$ cat config.mk
export PLATFORM = sky130hd
export DESIGN_NAME = bfloat16_packer_flat
export DESIGN_NICKNAME = d
export VERILOG_FILES = /design/src/rtl/bfloat16_packer_pkg.sv /design/src/rtl/bfloat16_packer_if.sv /design/src/rtl/bfloat16_packer_round.sv /design/src/rtl/bfloat16_packer.sv /design/src/flat_wrapper.sv
export SDC_FILE = /design/constraint.sdc
export NUM_CORES = 1
export LEC_CHECK = 0
export ABC_AREA = 1
export BUFFER_PORTS_ARGS = -buffer_cell sky130_fd_sc_hd__buf_4
export CAP_MARGIN = 15
export CELL_PAD_IN_SITES_DETAIL_PLACEMENT = 1
export CELL_PAD_IN_SITES_GLOBAL_PLACEMENT = 1
export CORE_ASPECT_RATIO = 2
export CORE_MARGIN = 1.5
export CORE_UTILIZATION = 42
export CTS_BUF_LIST = sky130_fd_sc_hd__clkbuf_4 sky130_fd_sc_hd__clkbuf_8
export DETAILED_ROUTE_END_ITERATION = 7
export PLACE_DENSITY = 0.82
export REMOVE_ABC_BUFFERS = 1
export SYNTH_ARGS = -nofsm -noshare
export SYNTH_HDL_FRONTEND = slang
export SYNTH_SLANG_ARGS = --single-unit
$ cat constraint.sdc
create_clock -name clock -period 2.86 [get_ports clock]
set_clock_uncertainty 0.05 [all_clocks]
set_input_delay 0.572 -clock clock [delete_from_list [all_inputs] [get_ports clock]]
set_output_delay 0.572 -clock clock [all_outputs]
set_load 0.03 [all_outputs]
$ cat src/rtl/bfloat16_packer_pkg.sv
// Shared types and constants for the bfloat16 packer slice.
package bf16_pkg;

  typedef enum logic [1:0] {
    S_IDLE,
    S_NORM,
    S_ROUND,
    S_OUT
  } state_t;

  localparam int BF16_BIAS    = 127;
  localparam int BF16_EXP_MAX = 255;

  // Bit positions inside the 4-bit flag word {overflow, underflow, inexact, zero}
  localparam int FLAG_ZERO      = 0;
  localparam int FLAG_INEXACT   = 1;
  localparam int FLAG_UNDERFLOW = 2;
  localparam int FLAG_OVERFLOW  = 3;

  typedef struct packed {
    logic       sign;
    logic [7:0] exp;
    logic [6:0] frac;
  } bf16_t;

endpackage

$ cat src/rtl/bfloat16_packer_if.sv
// Operand/result handshake bundle for the bfloat16 packer.
interface bfloat16_packer_if;
  logic              in_valid;
  logic              in_ready;
  logic              in_sign;
  logic signed [9:0] in_exponent;
  logic [15:0]       in_mantissa;
  logic              out_valid;
  logic              out_ready;
  logic [15:0]       out_result;
  logic [3:0]        out_flags;

  // Producer/consumer side
  modport master (
    output in_valid, in_sign, in_exponent, in_mantissa, out_ready,
    input  in_ready, out_valid, out_result, out_flags
  );

  // Packer side
  modport slave (
    input  in_valid, in_sign, in_exponent, in_mantissa, out_ready,
    output in_ready, out_valid, out_result, out_flags
  );
endinterface

$ cat src/rtl/bfloat16_packer_round.sv
// Round-to-nearest-even of a normalised 15-bit significand into bfloat16.
module bf16_round_rne
  import bf16_pkg::*;
(
  input  logic              i_sign,
  input  logic [14:0]       i_mant,
  input  logic signed [9:0] i_exp,
  input  logic              i_sticky,
  output bf16_t             o_result,
  output logic [3:0]        o_flags
);

  logic              w_lsb;
  logic              w_guard;
  logic              w_sticky_all;
  logic              w_up;
  logic [8:0]        w_sum;
  logic              w_normal;
  logic signed [10:0] w_exp_adj;
  logic              w_ovf;

  // Rounding, encoding and flag generation
  always_comb begin
    w_lsb        = i_mant[7];
    w_guard      = i_mant[6];
    w_sticky_all = i_sticky | (|i_mant[5:0]);
    w_up         = w_guard & (w_sticky_all | w_lsb);
    w_sum        = {1'b0, i_mant[14:7]} + {8'h00, w_up};
    // A carry out of the hidden bit means the significand became 1.0 at exp+1
    w_normal     = w_sum[8] | w_sum[7];
    w_exp_adj    = {i_exp[9], i_exp} + {10'h000, w_sum[8]};
    w_ovf        = w_normal && (int'(w_exp_adj) >= BF16_EXP_MAX);

    o_result      = '0;
    o_flags       = '0;
    o_result.sign = i_sign;
    if (w_ovf) begin
      o_result.exp           = 8'hFF;
      o_result.frac          = 7'h00;
      o_flags[FLAG_OVERFLOW] = 1'b1;
      o_flags[FLAG_INEXACT]  = 1'b1;
    end else begin
      // Subnormal rounding up into the hidden bit lands on field 1 because exp is 1 there
      o_result.exp            = w_normal ? w_exp_adj[7:0] : 8'h00;
      o_result.frac           = w_sum[8] ? 7'h00 : w_sum[6:0];
      o_flags[FLAG_INEXACT]   = w_guard | w_sticky_all;
      o_flags[FLAG_UNDERFLOW] = (w_guard | w_sticky_all) & ~w_normal;
      o_flags[FLAG_ZERO]      = ~w_normal & (w_sum[6:0] == 7'h00);
    end
  end

endmodule

$ cat src/rtl/bfloat16_packer.sv
// Normalises a wide signed-exponent magnitude and packs it as bfloat16.
module bfloat16_packer
  import bf16_pkg::*;
#(
  parameter int RSHIFT_CAP = 24
) (
  input  logic               clock,
  input  logic               n_reset,
  bfloat16_packer_if.slave   bus
);

  state_t            r_state;
  state_t            w_next_state;
  logic              r_sign;
  logic signed [9:0] r_exp;
  logic [15:0]       r_mant;
  logic              r_sticky;
  logic [15:0]       r_result;
  logic [3:0]        r_flags;

  logic              w_in_zero;
  logic              w_in_tiny;
  logic              w_rshift;
  logic              w_lshift;
  logic signed [9:0] w_exp_inc;
  bf16_t             w_round_result;
  logic [3:0]        w_round_flags;

  bf16_round_rne u_round (
    .i_sign   (r_sign),
    .i_mant   (r_mant[14:0]),
    .i_exp    (r_exp),
    .i_sticky (r_sticky),
    .o_result (w_round_result),
    .o_flags  (w_round_flags)
  );

  // Operand classification and single-step normalisation decisions
  always_comb begin
    w_in_zero = (bus.in_mantissa == '0);
    w_in_tiny = int'(bus.in_exponent) < (1 - RSHIFT_CAP);
    w_rshift  = r_mant[15] || ((r_exp < 10'sd1) && (r_mant != '0));
    w_lshift  = !w_rshift && !r_mant[14] && (r_exp > 10'sd1);
    // Saturate rather than wrap at the top of the signed range
    w_exp_inc = (r_exp == 10'sd511) ? r_exp : r_exp + 10'sd1;
  end

  // State register
  always_ff @(posedge clock or negedge n_reset) begin
    if (!n_reset) r_state <= S_IDLE;
    else          r_state <= w_next_state;
  end

  // Next-state logic
  always_comb begin
    w_next_state = r_state;
    case (r_state)
      S_IDLE:  if (bus.in_valid) w_next_state = w_in_zero ? S_OUT : S_NORM;
      S_NORM:  if (!w_rshift && !w_lshift) w_next_state = S_ROUND;
      S_ROUND: w_next_state = S_OUT;
      S_OUT:   if (bus.out_ready) w_next_state = S_IDLE;
      default: w_next_state = S_IDLE;
    endcase
  end

  // Handshake and result outputs
  always_comb begin
    bus.in_ready   = (r_state == S_IDLE);
    bus.out_valid  = (r_state == S_OUT);
    bus.out_result = r_result;
    bus.out_flags  = r_flags;
  end

  // Datapath: capture, normalise, latch rounded result
  always_ff @(posedge clock or negedge n_reset) begin
    if (!n_reset) begin
      r_sign   <= 1'b0;
      r_exp    <= '0;
      r_mant   <= '0;
      r_sticky <= 1'b0;
      r_result <= '0;
      r_flags  <= '0;
    end else begin
      case (r_state)
        S_IDLE: begin
          if (bus.in_valid) begin
            r_sign <= bus.in_sign;
            if (w_in_zero) begin
              r_result <= {bus.in_sign, 15'h0000};
              r_flags  <= 4'(1 << FLAG_ZERO);
            end else if (w_in_tiny) begin
              r_mant   <= '0;
              r_sticky <= |bus.in_mantissa;
              r_exp    <= 10'sd1;
            end else begin
              r_mant   <= bus.in_mantissa;
              r_exp    <= bus.in_exponent;
              r_sticky <= 1'b0;
            end
          end
        end
        S_NORM: begin
          if (w_rshift) begin
            r_mant   <= {1'b0, r_mant[15:1]};
            r_sticky <= r_sticky | r_mant[0];
            r_exp    <= w_exp_inc;
          end else if (w_lshift) begin
            r_mant <= {r_mant[14:0], 1'b0};
            r_exp  <= r_exp - 10'sd1;
          end
        end
        S_ROUND: begin
          r_result <= w_round_result;
          r_flags  <= w_round_flags;
        end
        default: ;
      endcase
    end
  end

endmodule

$ cat src/flat_wrapper.sv
// flat-port wrapper written by rule: the top's interface ports become plain ports
module bfloat16_packer_flat import bf16_pkg::*;
#(
  parameter int RSHIFT_CAP = 24
)
  (clock, n_reset, bus_in_valid, bus_in_sign, bus_in_exponent, bus_in_mantissa, bus_out_ready, bus_in_ready, bus_out_valid, bus_out_result, bus_out_flags);
  bfloat16_packer_if bus_i ();
  input  logic clock;
  input  logic n_reset;
  input wire logic [$bits(bus_i.in_valid)-1:0] bus_in_valid;
  input wire logic [$bits(bus_i.in_sign)-1:0] bus_in_sign;
  input wire logic [$bits(bus_i.in_exponent)-1:0] bus_in_exponent;
  input wire logic [$bits(bus_i.in_mantissa)-1:0] bus_in_mantissa;
  input wire logic [$bits(bus_i.out_ready)-1:0] bus_out_ready;
  output wire logic [$bits(bus_i.in_ready)-1:0] bus_in_ready;
  output wire logic [$bits(bus_i.out_valid)-1:0] bus_out_valid;
  output wire logic [$bits(bus_i.out_result)-1:0] bus_out_result;
  output wire logic [$bits(bus_i.out_flags)-1:0] bus_out_flags;
  assign bus_i.in_valid = bus_in_valid;
  assign bus_i.in_sign = bus_in_sign;
  assign bus_i.in_exponent = bus_in_exponent;
  assign bus_i.in_mantissa = bus_in_mantissa;
  assign bus_i.out_ready = bus_out_ready;
  assign bus_in_ready = bus_i.in_ready;
  assign bus_out_valid = bus_i.out_valid;
  assign bus_out_result = bus_i.out_result;
  assign bus_out_flags = bus_i.out_flags;
  bfloat16_packer #(.RSHIFT_CAP(RSHIFT_CAP)) u_core (.clock(clock), .n_reset(n_reset), .bus(bus_i));
endmodule
==> impl_results.md, run 1 <==
- Status: finished clean
- Post-synth top cells: 223 x nand2_1, 80 x nand3_1, 58 x inv_1
- Minimum clock period: 2765 ps
- Post-synth top area cell: dfrtp_1
- Critical Path Start: u_core.r_mant[7]$_DFFE_PN0P_
- Worst-path clk slew: 100 ps
- Number of flops mapped to enable cells by yosys: 0
- YS warnings: 0
- Reg-to-Reg Start: u_core.r_mant[7]$_DFFE_PN0P_
- Core Util, Final: 52.77%
- Largest net degree at the start of global routing: 51
- Period utilization: 96.67%
- Initial core utilization: 43.61%
- Reg2reg setup slack: 100 ps
- Fmax: 361.7 MHz
- Final Hold Slack: 225.7 ps
- Std-Cell Rows: 48
- CP Data Required Time: 3030 ps
- Area grow syn2layout: 21.02%
- Worst Path Arrival: 2940 ps
- Maxcap violations: 0
- Starting DRT DRC Count: 187
- CTS tree: yes
- Total Nets Final: 677
- Max-slew violations: 0
- Drt total wl: 12540 um
- Crit path capture: u_core.bus.out_result[4]$_DFFE_PN0P_
- Detail Route Antenna Nets: 0
- Crit-path cells: nand2_2, inv_2, ha_4, nand3_4, nor2_2, nand3_2, nor2_4, ha_4, ha_4, inv_1, nand2_2, nand2_1, nor2_1, nand3_1, nor2_1, nand2_1, nand2_1, nand2_1, nand2_2, nand2_4, nand3_2, nand2_1
- Total track usage: 26.25%
- Seq/Total Area, Yosys: 32.95%
- Most used DFF post-synth: dfrtp_1
- H-Tree Depth: 2
- Average size of a mapped cell: 6.593 um2
- Most Frequent Cell on Critical Path: nand2_1
- Crit path largest cell delay: 400 ps
- I/O pins: 53
- Placer Congestion: 0.8572
- Die area: 9655 um2
- Synth cell types: 36
- Slowest-stage cell, CP: dfrtp_1
- Clock root buffer: clkbuf_8
- Reg2Reg Depth: 22
- DRT Pass-1 Iters: 4
- Detailed placer's ending HPWL: 9456 um
- Crit Path Max Fanout: 7
- Post-route DRC: 0
- Slew headroom: 55.16%
- Clock Latency Late Sink: 330 ps
- Leakage: 2.472 nW
- Layout cell share with drive strength beyond 1: 20.44%
- GR Overflow Total: 0
- Top cells by area, synth: dfrtp_1 33%, nand2_1 22%, nand3_1 11%, inv_1 5.7%, xor2_1 3.7%
- Worst Path Buf+Inv: 2
- Placed instance area: 4310 um2
- Vias per cell: 5.520
- Fin area: 4596 um2
- Synthesized cell area: 3797 um2
- Cells after Synth: 576
- Critical path startpoint category: register
- #FFs+latches synth: 50
- Setup Viol. Count Final: 0
- VDD IR max: 0.5921 mV
- Drt wl/cell: 17.04 um
- Fillers: 1170
- First-pass GRT wire length: 20180 um
- Most instantiated library cell after synthesis: nand2_1
- DR vias: 4063
- Worst-Margin Slew: 672.7 ps
- Die X: 70.24 um
- Initial antenna violation count: 0
- Crit path max-delay family: simple AND/OR/NAND/NOR gates
- Clock Sink Count: 50
- Dpl ws: -80.37 ps
- Vias in the first global route: 4272
- Worst hold path type: input port to asynchronous set/reset pin
- Critical path class: register to register
- Num CTS Buffers: 5
- Hold Fails Final Rpt: 0
- Maximum clock insertion buffer count: 2
- Die Ht: 137.5 um
- Reg2reg end: u_core.bus.out_result[4]$_DFFE_PN0P_
- Synth top area share: 32.95%
- Post-synth ARST share: 100.0%
- Pwr Density: 1081 nW/um2
- Core area: 8708 um2
- Crit end category: register
- CP Depth: 22
- Buffers on Ports: 52
- Setup WS post-layout: 95.21 ps
- Number of inserted diodes: 0
worst min path at each step:
stage                                                     end  depth (start not counted)
after floorplan           u_core.bus.out_flags[0]$_DFFE_PN0P_                          0
after global placement           u_core.r_mant[4]$_DFFE_PN0P_                          2
after detailed placement  u_core.bus.out_flags[3]$_DFFE_PN0P_                          2
after CTS                        u_core.r_mant[0]$_DFFE_PN0P_                          1
after global routing              u_core.r_exp[5]$_DFFE_PN0P_                          1
final                             u_core.r_exp[5]$_DFFE_PN0P_                          1
state kept, by name, summed over array words and instances, names as in the netlist:
name / flops
u_core.r_exp: 10
u_core.bus.out_flags: 4
u_core.r_mant: 16
u_core.r_sticky: 1
u_core.r_state: 2
u_core.r_sign: 1
u_core.bus.out_result: 16
logic make-up (layout without fill, tap and decap cells):
group	Yosys count	in the layout	synth area share, %
muxes	1	1	0.2965
xor gates and xnor gates	16	16	3.690
AOI/OAI and AO/OA	44	44	7.282
and+or+nand+nor	370	370	42.60
adders and majority gates	11	11	3.624
buffers and inverters	84	144	9.555
DFF	50	50	32.95
stage by stage:
stage	std cells	power, W	TNS (ps)
2_1_floorplan	556	0.003251	0
3_3_place_gp	724	0.004224	0
3_5_place_dp	724	0.004333	-402.0
4_1_cts	732	0.004891	0
5_1_grt	736	0.005385	-1122
6_report	736	0.004969	0
cell type report:
class	instances	area (um2)	share of cell area [%]
timing repair buffer	72	540.5	11.76
multi-input combinational	442	2325	50.59
tap	100	125.1	2.723
clock inverter	2	37.54	0.8168
clock buffer	6	76.32	1.661
inverter	64	240.2	5.227
sequential	50	1251	27.23
routing by layer:
metal | global-route usage, % | vias to the layer above | part of all wire [%]
met5 | 0 | - | 0
met4 | 14.10 | 0 | 4.9
met3 | 2.487 | 39 | 2.0
met2 | 51.52 | 74 | 57
met1 | 26.43 | 2007 | 36
li1 | - | 1943 | -
placed cells by master (no fill, tap or decap), types with 4 or more instances in the layout:
master and n:
o21ai_0 19, clkinv_1 4, buf_4 72, clkbuf_8 5, dfrtp_1 50, nand4_1 12, nand2_4 4, inv_1 57
xor2_1 16, nor2_4 5, nand3_1 70, o21ai_2 6, o21ai_1 4, nand2_2 10, nor3_1 6, ha_1 8
nor2_1 29, a21oi_1 4, nand2_1 218, nand3_2 9
power breakdown:
group / internal (W) / switching, W / total (W)
sequential: 0.000958 / 0.000253 / 0.00121
combinational: 0.00107 / 0.00215 / 0.00322
clock: 0.000271 / 0.000268 / 0.000540
total: 0.00229 / 0.00267 / 0.00497
timing repair:
action,CTS,global route
gates resized for setup,5,30
setup buffers,0,4
hold buffers,0,0
setup endpoints to repair,11,17
pin swaps,0,11
(Power assumes the default switching activity.)
==> run 2, diff against run 1 <==
--- a/config.mk
+++ b/config.mk
@@ -15,6 +15,7 @@
 export CORE_UTILIZATION = 42
 export CTS_BUF_LIST = sky130_fd_sc_hd__clkbuf_4 sky130_fd_sc_hd__clkbuf_8
 export DETAILED_ROUTE_END_ITERATION = 7
+export GPL_TIMING_DRIVEN = 0
 export PLACE_DENSITY = 0.82
 export REMOVE_ABC_BUFFERS = 1
 export SYNTH_ARGS = -nofsm -noshare
==> run 2 against run 1 <==
Net effect: utilization up 0.57 points; critical path type unchanged; global-route usage down 0.23 points; worst setup slack worse by 68 ps; critical path depth down 2; clock power down 13%; sequential cell count unchanged; highest routed layer unchanged; register-to-register slack worse by 70 ps.
==> impl_results.md, run 2 (same netlist as run 1, synthesis figures left out) <==
- Drt wl/cell: 17.80 um
- Initial antenna violation count: 0
- Crit end category: register
- GR Overflow Total: 0
- Worst-path clk slew: 110 ps
- Pwr Density: 1073 nW/um2
- Worst Path Arrival: 3010 ps
- Vias per cell: 5.589
- Buffers on Ports: 52
- Most Crowded Layer GR: met2
- Clock root buffer: clkbuf_8
- Num CTS Buffers: 5
- Drt total wl: 13000 um
- VDD IR max: 0.4836 mV
- Footprint of the multi-input gates: 2435 um2
- CTS Hold Bufs: 0
- Worst-Margin Slew: 1019 ps
- Slew headroom: 31.62%
- Setup Viol. Count Final: 0
- Slowest-stage cell, CP: dfrtp_1
- Critical path startpoint category: register
- Most frequent cells in the layout: 217 x nand2_1, 65 x nand3_1, 62 x buf_4
- Crit path max-delay family: simple AND/OR/NAND/NOR gates
- Hold Fails Final Rpt: 0
- Max-slew violations: 0
- Total Nets Final: 671
- RSZ-0062 raised after global routing: yes
- Dpl ws: -730.4 ps
- Layout cell share with drive strength beyond 1: 21.59%
- Fillers: 1142
- H-Tree Depth: 2
- Minimum clock period: 2833 ps
- Critical path class: register to register
- Placer Congestion: 0.8693
- Fmax: 353.0 MHz
- Initial core utilization: 43.61%
- Routing usage on met1: 25.47%
- Maximum clock insertion buffer count: 2
- DR vias: 4080
- Leakage: 2.469 nW
- Clock Latency Late Sink: 330 ps
- CP Data Required Time: 3040 ps
- Starting DRT DRC Count: 170
- Total power: 0.004986 W
- Maxcap violations: 0
- Clock Sink Count: 50
- First-pass GRT wire length: 19860 um
- Die X: 70.24 um
- Std-Cell Rows: 48
- Detail Route Antenna Nets: 0
- Period utilization: 99.06%
- Final Hold Slack: 228.2 ps
- Crit path largest cell delay: 410 ps
- CTS tree: yes
- Total track usage: 26.03%
- Number of inserted diodes: 0
- Status: finished clean
- Worst hold path type: input port to asynchronous set/reset pin
- Sequential cell area: 1252 um2
- Die area: 9655 um2
- DRT Pass-1 Iters: 4
- Crit Path Max Fanout: 7
- Setup WS post-layout: 26.87 ps
- Largest net degree at the start of global routing: 51
- Worst Path Buf+Inv: 1
- Crit-path cells: nand2_2, inv_2, ha_4, nand3_4, nor2_2, nand3_2, nor2_4, ha_4, ha_4, nand3_4, o21ai_4, nand2_2, nor2_2, nand2_1, nand2_1, nand2_2, nand2_4, nand2_8, nand3_1, nand2_1
- I/O pins: 53
- Commonest non-fill, non-tap cell in the layout: nand2_1
- Die Ht: 137.5 um
- Post-route DRC: 0
- GR Util met3: 2.414%
- Core area: 8708 um2
- Vias in the first global route: 4208
- Area grow syn2layout: 22.34%
- GR Util met2: 52.46%
- Detailed placer's ending HPWL: 8971 um
[run 2: stage by stage]
stage	instances	setup TNS, ps	cell area, um2	utilization [%]
floorplan	556	0	3675	-
global placement	708	-16080	4190	48.12
detailed placement	708	-19480	4190	48.12
CTS	721	-11.41	4395	50.47
global route	730	-1753	4646	53.35
finish	730	0	4646	53.35
[run 2: where the power goes]
group	switching (W)	total (W)	internal (W)
clock	0.000287	0.000469	0.000182
sequential	0.000308	0.00127	0.000958
combinational	0.00222	0.00325	0.00103
[run 2: final cells by class]
type / count / share of cell area, %
repair buffers: 63 / 10.61
multi-input cells: 445 / 52.41
clock inverters: 3 / 0.6194
well taps: 100 / 2.693
clock buffers: 5 / 1.481
inverters: 64 / 5.225
flip-flops and latches: 50 / 26.96
[run 2: path summary, 6_finish.rpt]
check,start,end,slack [ps],cells after the start
setup / recovery,u_core.r_mant[6]$_DFFE_PN0P_,u_core.bus.out_result[5]$_DFFE_PN0P_,30,20
hold / removal,n_reset,u_core.r_sticky$_DFFE_PN0P_,230,1
setup reg to reg,u_core.r_mant[6]$_DFFE_PN0P_,u_core.bus.out_result[5]$_DFFE_PN0P_,30,20
hold reg to reg,u_core.r_mant[2]$_DFFE_PN0P_,u_core.r_mant[2]$_DFFE_PN0P_,440,2
max in group asynchronous,n_reset,u_core.r_exp[1]$_DFFE_PN0P_,2050,1
min in group clock,u_core.r_mant[2]$_DFFE_PN0P_,u_core.r_mant[2]$_DFFE_PN0P_,440,2
[run 2: worst reg2reg max path: stages (launching register included)]
cell and delay, ps:
dfrtp_1 410, nand2_2 80, inv_2 70, ha_4 140, nand3_4 100, nor2_2 110
nand3_2 100, nor2_4 150, ha_4 180, ha_4 180, nand3_4 120, o21ai_4 200
nand2_2 80, nor2_2 130, nand2_1 80, nand2_1 90, nand2_2 70, nand2_4 140
nand2_8 100, nand3_1 110, nand2_1 70
[run 2: routing by layer]
layer | vias up | routed length (um)
li1 | 1943 | -
met1 | 2004 | 4656
met2 | 93 | 7346
met3 | 40 | 314
met4 | 0 | 678
met5 | - | 0
[run 2: repair_timing]
action	4_1_cts	5_1_grt
cloned	0	3
setup endpoints to repair	43	29
hold endpoints to repair	0	0
buffers inserted	5	5
pin swaps	8	18
gates resized for setup	20	35
==> run 3, diff against run 2 <==
--- a/config.mk
+++ b/config.mk
@@ -18,6 +18,7 @@
 export GPL_TIMING_DRIVEN = 0
 export PLACE_DENSITY = 0.82
 export REMOVE_ABC_BUFFERS = 1
+export SETUP_SLACK_MARGIN = 0.4
 export SYNTH_ARGS = -nofsm -noshare
 export SYNTH_HDL_FRONTEND = slang
 export SYNTH_SLANG_ARGS = --single-unit
==> run 3 against run 2 <==
Net effect: the flow now finishes with violations (negative setup slack); worst setup slack lost 91 ps; final cell count grew 4.0%; hold slack is essentially flat; clock power grew 3%; fmax shrank 3.1%; first-iteration DRC count grew 54%; final area grew 8.6%; critical path type unchanged.
==> impl_results.md, run 3 (same netlist as run 1, synthesis figures left out) <==
- Leakage: 2.662 nW
- Vias in the first global route: 4503
- Initial core utilization: 43.61%
- Commonest non-fill, non-tap cell in the layout: nand2_1
- CTS Hold Bufs: 0
- DR vias: 4405
- Drt wl/cell: 20.29 um
- Hold Fails Final Rpt: 0
- Detail Route Antenna Nets: 0
- Failing checks: negative setup slack
- Worst Path Arrival: 3110 ps
- GR Overflow Total: 0
- Critical path class: register to register
- First-pass GRT wire length: 21740 um
- Slew headroom: 53.60%
- Max-slew violations: 0
- Reg2Reg Depth: 18
- Critical path startpoint category: register
- Clock Sink Count: 50
- Std-Cell Rows: 48
- Fillers: 1127
- Buffers on Ports: 52
- Die Ht: 137.5 um
- Crit Path Max Fanout: 7
- Most frequent cells in the layout: 212 x nand2_1, 81 x buf_4, 61 x nand3_1
- Crit end category: register
- Starting DRT DRC Count: 262
- Reg2reg end: u_core.bus.out_result[5]$_DFFE_PN0P_
- VDD IR max: 0.6425 mV
- Clock root buffer: clkbuf_8
- RSZ-0062 raised after global routing: yes
- Total power: 0.005570 W
- Drt total wl: 15400 um
- DRT Pass-1 Iters: 4
- Setup WS post-layout: -64.55 ps
- Worst-Margin Slew: 696.0 ps
- Layout cell share with drive strength beyond 1: 28.38%
- Pwr Density: 1104 nW/um2
- Total track usage: 28.86%
- Maxcap violations: 0
- Worst-path clk slew: 120 ps
- Core area: 8708 um2
- I/O pins: 53
- Setup Viol. Count Final: 14
- CP Data Required Time: 3040 ps
- Period utilization: 102.3%
- Placed Cells: 708
- Die area: 9655 um2
- CTS tree: yes
- Area grow syn2layout: 32.85%
- Total Nets Final: 700
- Clock Latency Late Sink: 330 ps
- Core Util, Final: 57.93%
- Post-route DRC: 0
- Die X: 70.24 um
- Initial antenna violation count: 0
- Largest net degree at the start of global routing: 51
- Vias per cell: 5.804
- Minimum clock period: 2925 ps
- Num CTS Buffers: 5
- Worst hold path type: input port to asynchronous set/reset pin
- H-Tree Depth: 2
- Status: finished with violations
- Number of inserted diodes: 0
- Detailed placer's ending HPWL: 8971 um
- Placer Congestion: 0.8693
- Final Non-Filler Cells: 759
- Reg-to-Reg Start: u_core.r_mant[6]$_DFFE_PN0P_
- Fmax: 341.9 MHz
- Reg2reg setup slack: -60 ps
- Maximum clock insertion buffer count: 2
## run 3: what timing repair did
item,in CTS,in global routing
setup buffers,24,16
cloned,2,1
endpoints found under the setup margin,45,37
pin swaps,14,26
gates resized for setup,49,54
## run 3: layout make-up
cell class	instances	area (um2)	share of cell area (%)
Clock buffer	5	68.82	1.364
Clock inverter	3	28.78	0.5704
Inverter	64	254.0	5.035
Multi-Input combinational cell	445	2569	50.92
Sequential cell	50	1255	24.88
Tap cell	100	125.1	2.480
Timing Repair Buffer	92	744.5	14.76
## run 3: metal layers
metal	GRT usage (%)	vias up	wire, um
met1	27.86	2139	5098
met2	56.08	180	8579
met5	0	-	0
li1	-	2005	-
met3	2.560	81	647
met4	19.66	0	1077
## run 3: worst max-delay path: stages, from the launching register on
cell	delay [ps]
dfrtp_1	420
nand2_2	100
inv_2	90
ha_4	170
nand3_4	80
nor2_2	120
nand3_2	110
nor2_4	130
ha_4	180
ha_4	170
nand3_4	110
nor2_4	170
nand2_4	80
o21ai_1	220
o2111ai_2	180
nand2_4	190
nand2_8	100
nand3_1	80
nand2_1	60
## run 3: power by group
group / leakage (nW) / total, W / switching, W / internal (W)
logic: 1.96 / 0.00381 / 0.00252 / 0.00129
clock network: 0.0502 / 0.000485 / 0.000302 / 0.000183
registers: 0.653 / 0.00128 / 0.000315 / 0.000960
## run 3: worst max-delay path by stage
| stage | cells after the start | endpoint | startpoint | slack, ps |
|---|---|---|---|---|
| 6_report | 18 | u_core.bus.out_result[5]$_DFFE_PN0P_ | u_core.r_mant[6]$_DFFE_PN0P_ | -60 |
| 5_1_grt | 18 | u_core.bus.out_result[0]$_DFFE_PN0P_ | u_core.r_mant[6]$_DFFE_PN0P_ | -180 |
| 4_1_cts | 22 | u_core.bus.out_result[2]$_DFFE_PN0P_ | u_core.r_mant[6]$_DFFE_PN0P_ | 20 |
| 3_5_place_dp | 10 | u_core.r_exp[0]$_DFFE_PN0P_ | bus_in_exponent[2] | -730 |
| 3_3_place_gp | 10 | u_core.r_exp[0]$_DFFE_PN0P_ | bus_in_exponent[2] | -710 |
| 2_1_floorplan | 20 | u_core.bus.out_result[1]$_DFFE_PN0P_ | u_core.r_mant[6]$_DFFE_PN0P_ | 210 |
## run 3: per-stage QoR
step | setup WS (ps) | hold WS (ps) | instance area (um2) | TNS (ps)
floorplan | 213.1 | 226.4 | 3675 | 0
global placement | -706.1 | 412.4 | 4190 | -16080
detailed placement | -730.4 | 416.4 | 4190 | -19480
CTS | 20.47 | 256.1 | 4697 | 0
global route | -181.9 | 276.4 | 5045 | -2802
finish | -64.55 | 228.1 | 5045 | -700.7
